**config.mk**
```make
export PLATFORM = sky130hd
export DESIGN_NAME = pwm_timer_multi
export DESIGN_NICKNAME = d
export VERILOG_FILES = /design/src/rtl/pwm_timer_pkg.sv /design/src/rtl/pwm_compare_channel.sv /design/src/rtl/pwm_timer_multi.sv
export SDC_FILE = /design/constraint.sdc
export NUM_CORES = 1
export LEC_CHECK = 0
export BUFFER_PORTS_ARGS = -buffer_cell sky130_fd_sc_hd__buf_2
export CORE_MARGIN = 2
export CORE_UTILIZATION = 38
export CTS_BUF_LIST = sky130_fd_sc_hd__clkbuf_8
export DETAILED_ROUTE_END_ITERATION = 16
export PLACE_DENSITY_LB_ADDON = 0.05
export SETUP_SLACK_MARGIN = 0.05
export SKIP_CTS_REPAIR_TIMING = 1
export SYNTH_ARGS = -nofsm -noshare
export SYNTH_HDL_FRONTEND = slang
export SYNTH_HIERARCHICAL = 1
export SYNTH_SLANG_ARGS = --single-unit
```
**constraint.sdc**
```tcl
create_clock -name clk_i -period 9.8 [get_ports clk_i]
set_clock_uncertainty 0.05 [all_clocks]
set_input_delay 0.49 -clock clk_i [delete_from_list [all_inputs] [get_ports clk_i]]
set_output_delay 0.49 -clock clk_i [all_outputs]
set_load 0.02 [all_outputs]
```
**src/rtl/pwm_timer_pkg.sv**
```systemverilog
// Shared constants and types for the multi-channel PWM timer.
package pwm_timer_pkg;

  localparam int DEFAULT_WIDTH    = 16;
  localparam int DEFAULT_CHANNELS = 4;

  localparam logic MODE_EDGE   = 1'b0;
  localparam logic MODE_CENTER = 1'b1;

  typedef enum logic {
    DIR_UP   = 1'b0,
    DIR_DOWN = 1'b1
  } dir_e;

endpackage

```
**src/rtl/pwm_compare_channel.sv**
```systemverilog
// One PWM channel: active compare/polarity registers, compare against the shared
// counter, and the registered output pin.
module pwm_compare_channel
  import pwm_timer_pkg::*;
#(
  parameter int WIDTH = DEFAULT_WIDTH
) (
  input  logic             clk_i,
  input  logic             rst_ni,
  input  logic             enable_i,
  input  logic             apply_i,
  input  logic [WIDTH-1:0] cmp_shadow_i,
  input  logic             pol_shadow_i,
  input  logic [WIDTH-1:0] count_i,
  input  logic             chan_en_i,
  output logic             pwm_o
);

  logic [WIDTH-1:0] cmp_q;
  logic             pol_q;
  logic             pwm_q;
  logic             raw;
  logic             pwm_d;

  always_comb begin
    raw = (count_i < cmp_q);
    // A stopped timer or a disabled channel drives the idle level.
    if (enable_i && chan_en_i) begin
      pwm_d = raw ^ pol_q;
    end else begin
      pwm_d = pol_q;
    end
  end

  always_ff @(posedge clk_i or negedge rst_ni) begin
    if (!rst_ni) begin
      cmp_q <= '0;
      pol_q <= 1'b0;
      pwm_q <= 1'b0;
    end else begin
      if (apply_i) begin
        cmp_q <= cmp_shadow_i;
        pol_q <= pol_shadow_i;
      end
      pwm_q <= pwm_d;
    end
  end

  assign pwm_o = pwm_q;

endmodule

```
**src/rtl/pwm_timer_multi.sv**
```systemverilog
// Multi-channel PWM timer: shared prescaler and edge/center-aligned counter,
// double-buffered configuration applied only at period boundaries.
module pwm_timer_multi
  import pwm_timer_pkg::*;
#(
  parameter int WIDTH    = DEFAULT_WIDTH,
  parameter int CHANNELS = DEFAULT_CHANNELS
) (
  input  logic                      clk_i,
  input  logic                      rst_ni,
  input  logic                      enable_i,
  input  logic                      load_req_i,
  input  logic                      mode_i,
  input  logic [WIDTH-1:0]          prescaler_i,
  input  logic [WIDTH-1:0]          period_i,
  input  logic [CHANNELS*WIDTH-1:0] compare_i,
  input  logic [CHANNELS-1:0]       polarity_i,
  input  logic [CHANNELS-1:0]       chan_enable_i,
  output logic [CHANNELS-1:0]       pwm_o,
  output logic                      period_event_o,
  output logic [WIDTH-1:0]          count_value_o
);

  localparam logic [WIDTH-1:0] ONE = {{(WIDTH-1){1'b0}}, 1'b1};

  // Shadow (written by the register interface) and active (used by the counter).
  logic                      mode_sh_q;
  logic [WIDTH-1:0]          psc_sh_q;
  logic [WIDTH-1:0]          per_sh_q;
  logic [CHANNELS*WIDTH-1:0] cmp_sh_q;
  logic [CHANNELS-1:0]       pol_sh_q;
  logic                      pending_q, pending_d;
  logic                      mode_q;
  logic [WIDTH-1:0]          psc_act_q;
  logic [WIDTH-1:0]          per_act_q;

  logic [WIDTH-1:0]          psc_cnt_q, psc_cnt_d;
  logic [WIDTH-1:0]          cnt_q, cnt_d;
  dir_e                      dir_q, dir_d;
  logic                      event_q;
  logic                      tick;
  logic                      update;
  logic                      apply;

  always_comb begin
    tick      = (psc_cnt_q == psc_act_q);
    psc_cnt_d = psc_cnt_q;
    cnt_d     = cnt_q;
    dir_d     = dir_q;
    update    = 1'b0;
    if (!enable_i) begin
      psc_cnt_d = '0;
      cnt_d     = '0;
      dir_d     = DIR_UP;
    end else begin
      psc_cnt_d = tick ? '0 : psc_cnt_q + ONE;
      if (tick) begin
        if (mode_q == MODE_EDGE) begin
          dir_d = DIR_UP;
          if (cnt_q >= per_act_q) begin
            cnt_d  = '0;
            update = 1'b1;
          end else begin
            cnt_d = cnt_q + ONE;
          end
        end else if (per_act_q == '0) begin
          cnt_d  = '0;
          dir_d  = DIR_UP;
          update = 1'b1;
        end else if (dir_q == DIR_UP) begin
          // Turn around at the top; the top value is held for a single tick.
          if (cnt_q >= per_act_q) begin
            cnt_d = per_act_q - ONE;
            dir_d = DIR_DOWN;
          end else begin
            cnt_d = cnt_q + ONE;
          end
        end else if (cnt_q == '0) begin
          cnt_d  = ONE;
          dir_d  = DIR_UP;
          update = 1'b1;
        end else begin
          cnt_d = cnt_q - ONE;
        end
      end
    end
  end

  // Stopped timer tracks shadow continuously; running timer only at boundaries.
  // A load coinciding with a boundary keeps pending set so it lands next period.
  always_comb begin
    apply = !enable_i || (update && pending_q);
    if (load_req_i) begin
      pending_d = 1'b1;
    end else if (apply) begin
      pending_d = 1'b0;
    end else begin
      pending_d = pending_q;
    end
  end

  always_ff @(posedge clk_i or negedge rst_ni) begin
    if (!rst_ni) begin
      mode_sh_q <= MODE_EDGE;
      psc_sh_q  <= '0;
      per_sh_q  <= '0;
      cmp_sh_q  <= '0;
      pol_sh_q  <= '0;
      pending_q <= 1'b0;
      mode_q    <= MODE_EDGE;
      psc_act_q <= '0;
      per_act_q <= '0;
      psc_cnt_q <= '0;
      cnt_q     <= '0;
      dir_q     <= DIR_UP;
      event_q   <= 1'b0;
    end else begin
      if (load_req_i) begin
        mode_sh_q <= mode_i;
        psc_sh_q  <= prescaler_i;
        per_sh_q  <= period_i;
        cmp_sh_q  <= compare_i;
        pol_sh_q  <= polarity_i;
      end
      if (apply) begin
        mode_q    <= mode_sh_q;
        psc_act_q <= psc_sh_q;
        per_act_q <= per_sh_q;
      end
      pending_q <= pending_d;
      psc_cnt_q <= psc_cnt_d;
      cnt_q     <= cnt_d;
      dir_q     <= dir_d;
      event_q   <= update;
    end
  end

  for (genvar i = 0; i < CHANNELS; i++) begin : g_ch
    pwm_compare_channel #(
      .WIDTH(WIDTH)
    ) u_ch (
      .clk_i        (clk_i),
      .rst_ni       (rst_ni),
      .enable_i     (enable_i),
      .apply_i      (apply),
      .cmp_shadow_i (cmp_sh_q[i*WIDTH +: WIDTH]),
      .pol_shadow_i (pol_sh_q[i]),
      .count_i      (cnt_q),
      .chan_en_i    (chan_enable_i[i]),
      .pwm_o        (pwm_o[i])
    );
  end

  // Event is registered so it lines up with the counter restart and PwmOut.
  assign period_event_o = event_q;
  assign count_value_o  = cnt_q;

endmodule

```
==> run metrics <==
CP max stage cell dfrtp_1; Die ar. 34,500 um2; ANT cells 0; Overall Global Routing Usage 18.5%; Initial Util 38.6%; worst slew pin tran 1.16 ns; Syn-to-layout area delta 15.3%; setup violators final 0; peak supply drop 85.8 uV; Synth Flop Type dfrtp_1; Min Clock Period, post-route 4.53 ns; port bufs 129; pin count of the biggest net entering global routing 128; initial antenna violation count 0; hold path depth 2; Worst-path clk slew 0.06 ns; WP buf/inv 4; Final Cycle Share 46.2%; Max Freq 221 MHz; row cnt 66; fin. max-slew vios 0; Req. time, crit path 10.21 ns; post-synthesis sequential area ratio 48.1%; GR Overflow Total 0; Seq cells post-synth 241; htree depth 2; Yosys Warn Count 6; MaxCap Viol Count 0; final hold slack 0.0831 ns; Synth top cells by count 241 x dfrtp_1, 113 x mux2_2, 104 x nand2_1, 85 x inv_1, 82 x ha_1; Hold Path Class input port to flop; crit end category flop; Synth Area per Inst 11.2 um2; Overall Power 2.42 mW; routability cong. 0.853; Detail Placement HPWL 20,600 um; clock latency on the worst-skew pair 0.58 ns; CP startpoint kind flop; Mapped Area 12,500 um2; Synth area leaders dfrtp_1 48%, mux2_2 10%, ha_1 8.2%, mux2_4 3.5%, nand2_1 3.1%; R2R Setup Slk 5.27 ns; CP max FO 127; CP arrival 4.93 ns; R2R Path Start count_value_o[1]$_DFFE_PN0P_; CP Class flop to flop; Fin Setup TNS 0 ns; Pleak 6.93 nW; # IOs 130; top-area cell type share of the netlist area 48.1%; post-detailed-route count of antenna-violating nets 0; number of fill cells 3,260; count of cell types in the netlist 70; outcome finished clean; most common cell in the netlist dfrtp_1; DR iter-0 viols 411; fin util 44.5%; crit-path max cell delay 0.77 ns; Synth Instances 1,123; Slew HR 22.8%; DRT Pass-1 Iters 5; vias in the first global route 8,922; CTS Sinks 241; WL/cell 17.8 um; number of synthesized flops with an enable pin 0; async set or reset register ratio after synthesis 100%; P per Cell Area 168 nW/um2; Final Hold Viols 0; cell repeated most along the worst path buf_4; HP Start period_i[11]; DR vias 8,727; CP Cell Sequence ha_1 -> nor2b_1 -> o211a_1 -> o311ai_0 -> nand3_1 -> buf_4 -> o211a_4 -> a21oi_4 -> buf_4 -> clkinv_2 -> buf_4 -> mux2_2; DRC viols 0; Via density 5.05; Min-Delay Endpoint per_sh_q[11]$_DFFE_PN0P_; Die Y 186 um; Max Root-Sink Buffers 3; dpl cell area 13,600 um2; DRT Wirelength 30,800 um; total CTS buffers 44; first-pass GRT wire length 49,600 um; Core Region 32,500 um2; CTS tree done; Post-Syn Nets 1,314; post-route cell area 14,500 um2; die width 186 um; Reg2Reg Depth 12; nets 1,450; Synth area leader dfrtp_1; share of post-route cells with drive strength above 1 28.6%; RSZ-0062 raised after global routing false; root buffer cell clkbuf_8; reg-to-reg endpoint g_ch[0].u_ch/pol_q$_DFFE_PN0P_; CP top delay family buffers and inverters
==> power breakdown <==
| group | total [mW] | internal [mW] | switching, mW |
|---|---|---|---|
| sequential | 1.16 | 1.10 | 0.0613 |
| clock | 0.950 | 0.523 | 0.427 |
| combinational | 0.315 | 0.152 | 0.163 |
==> sequential cells by signal (all words and copies together), names as in the netlist <==
name and flops:
g_ch.u_ch/cmp_q 64, dir_q 1, psc_sh_q 16, per_act_q 16, period_event_o 1, count_value_o 16
per_sh_q 16, cmp_sh_q 64, g_ch.u_ch/pwm_o 4, g_ch.u_ch/pol_q 4, psc_act_q 16, pending_q 1
mode_sh_q 1, psc_cnt_q 16, pol_sh_q 4, mode_q 1
==> final cells by class <==
type	instances	area, um2	share of cell area [%]
Clock buffer	51	702	4.85
Tap cell	442	553	3.82
Clock inverter	21	150	1.04
Sequential cell	241	6030	41.7
Inverter	85	320	2.21
Timing Repair Buffer	139	736	5.09
Multi-Input combinational cell	748	5980	41.3
==> metal layers <==
layer  GRT usage (%)  vias up  wire length [um]
met5               0        -                 0
met2            28.0      218             13200
li1                -     4222                 -
met3            3.62       63              1680
met1            26.4     4224             15000
met4            6.02        0               875
==> stage by stage <==
| stage | setup WS [ns] | std cells |
|---|---|---|
| 4_1_cts | 5.29 | 1726 |
| 6_report | 5.27 | 1727 |
| 3_3_place_gp | 5.32 | 1654 |
| 2_1_floorplan | 6.38 | 1123 |
| 5_1_grt | 4.93 | 1727 |
| 3_5_place_dp | 5.36 | 1654 |
==> worst reg2reg max path, delay by kind of cell, from the launching register on <==
kind                     cells  cell delay, ns
AO/OA/AOI/OAI                4            1.05
adder cells (fa/ha/maj)      1            0.36
buffers and inverters        4            1.35
flip-flops                   1            0.77
multiplexers                 1            0.55
AND/OR/NAND/NOR              2            0.25
==> worst max path at each step <==
stage                                 start                                  to  slack (ns)  depth (start not counted)
6_report       count_value_o[1]$_DFFE_PN0P_      g_ch[0].u_ch/pol_q$_DFFE_PN0P_        5.27                         12
5_1_grt        count_value_o[0]$_DFFE_PN0P_  g_ch[0].u_ch/cmp_q[14]$_DFFE_PN0P_        4.93                         14
4_1_cts        count_value_o[1]$_DFFE_PN0P_      g_ch[2].u_ch/pol_q$_DFFE_PN0P_        5.29                         12
3_5_place_dp   count_value_o[1]$_DFFE_PN0P_      g_ch[1].u_ch/pol_q$_DFFE_PN0P_        5.36                         12
3_3_place_gp   count_value_o[1]$_DFFE_PN0P_   g_ch[0].u_ch/cmp_q[0]$_DFFE_PN0P_        5.32                         12
2_1_floorplan  count_value_o[1]$_DFFE_PN0P_   g_ch[0].u_ch/cmp_q[3]$_DFFE_PN0P_        6.38                         13
==> layout by cell type (no fill, tap or decap), types with 4 or more instances in the layout <==
master | netlist | layout
a2111o_1 | 4 | 4
a211oi_1 | 6 | 6
a211oi_2 | 4 | 4
a21o_1 | 8 | 8
a21oi_1 | 26 | 26
a221o_1 | 4 | 4
a221oi_2 | 4 | 4
a311oi_2 | 4 | 4
a31oi_1 | 4 | 4
and3_1 | 14 | 14
buf_2 | 1 | 127
buf_4 | 0 | 10
clkbuf_8 | 0 | 51
dfrtp_1 | 241 | 241
ha_1 | 82 | 82
inv_1 | 85 | 98
mux2_2 | 113 | 113
mux2_4 | 29 | 29
mux2i_1 | 9 | 9
nand2_1 | 104 | 104
nand2b_1 | 6 | 6
nand3_1 | 20 | 20
nand4_1 | 14 | 14
nor2_1 | 49 | 49
nor3_1 | 18 | 18
nor4_1 | 8 | 8
o211a_1 | 5 | 5
o211ai_1 | 17 | 17
o21ai_0 | 77 | 77
o21ai_2 | 4 | 4
or3_1 | 7 | 7
or4_1 | 4 | 4
xnor2_1 | 29 | 29
xor2_1 | 36 | 36
==> logic make-up after synthesis <==
family | after synthesis | share of synthesized area [%]
simple gates | 260 | 9.82
flops | 241 | 48.1
compound gates | 190 | 10.8
mux | 151 | 14.3
buf+inv | 134 | 4.33
fa+ha+maj | 82 | 8.18
xor+xnor | 65 | 4.54
(Power assumes the default switching activity.)
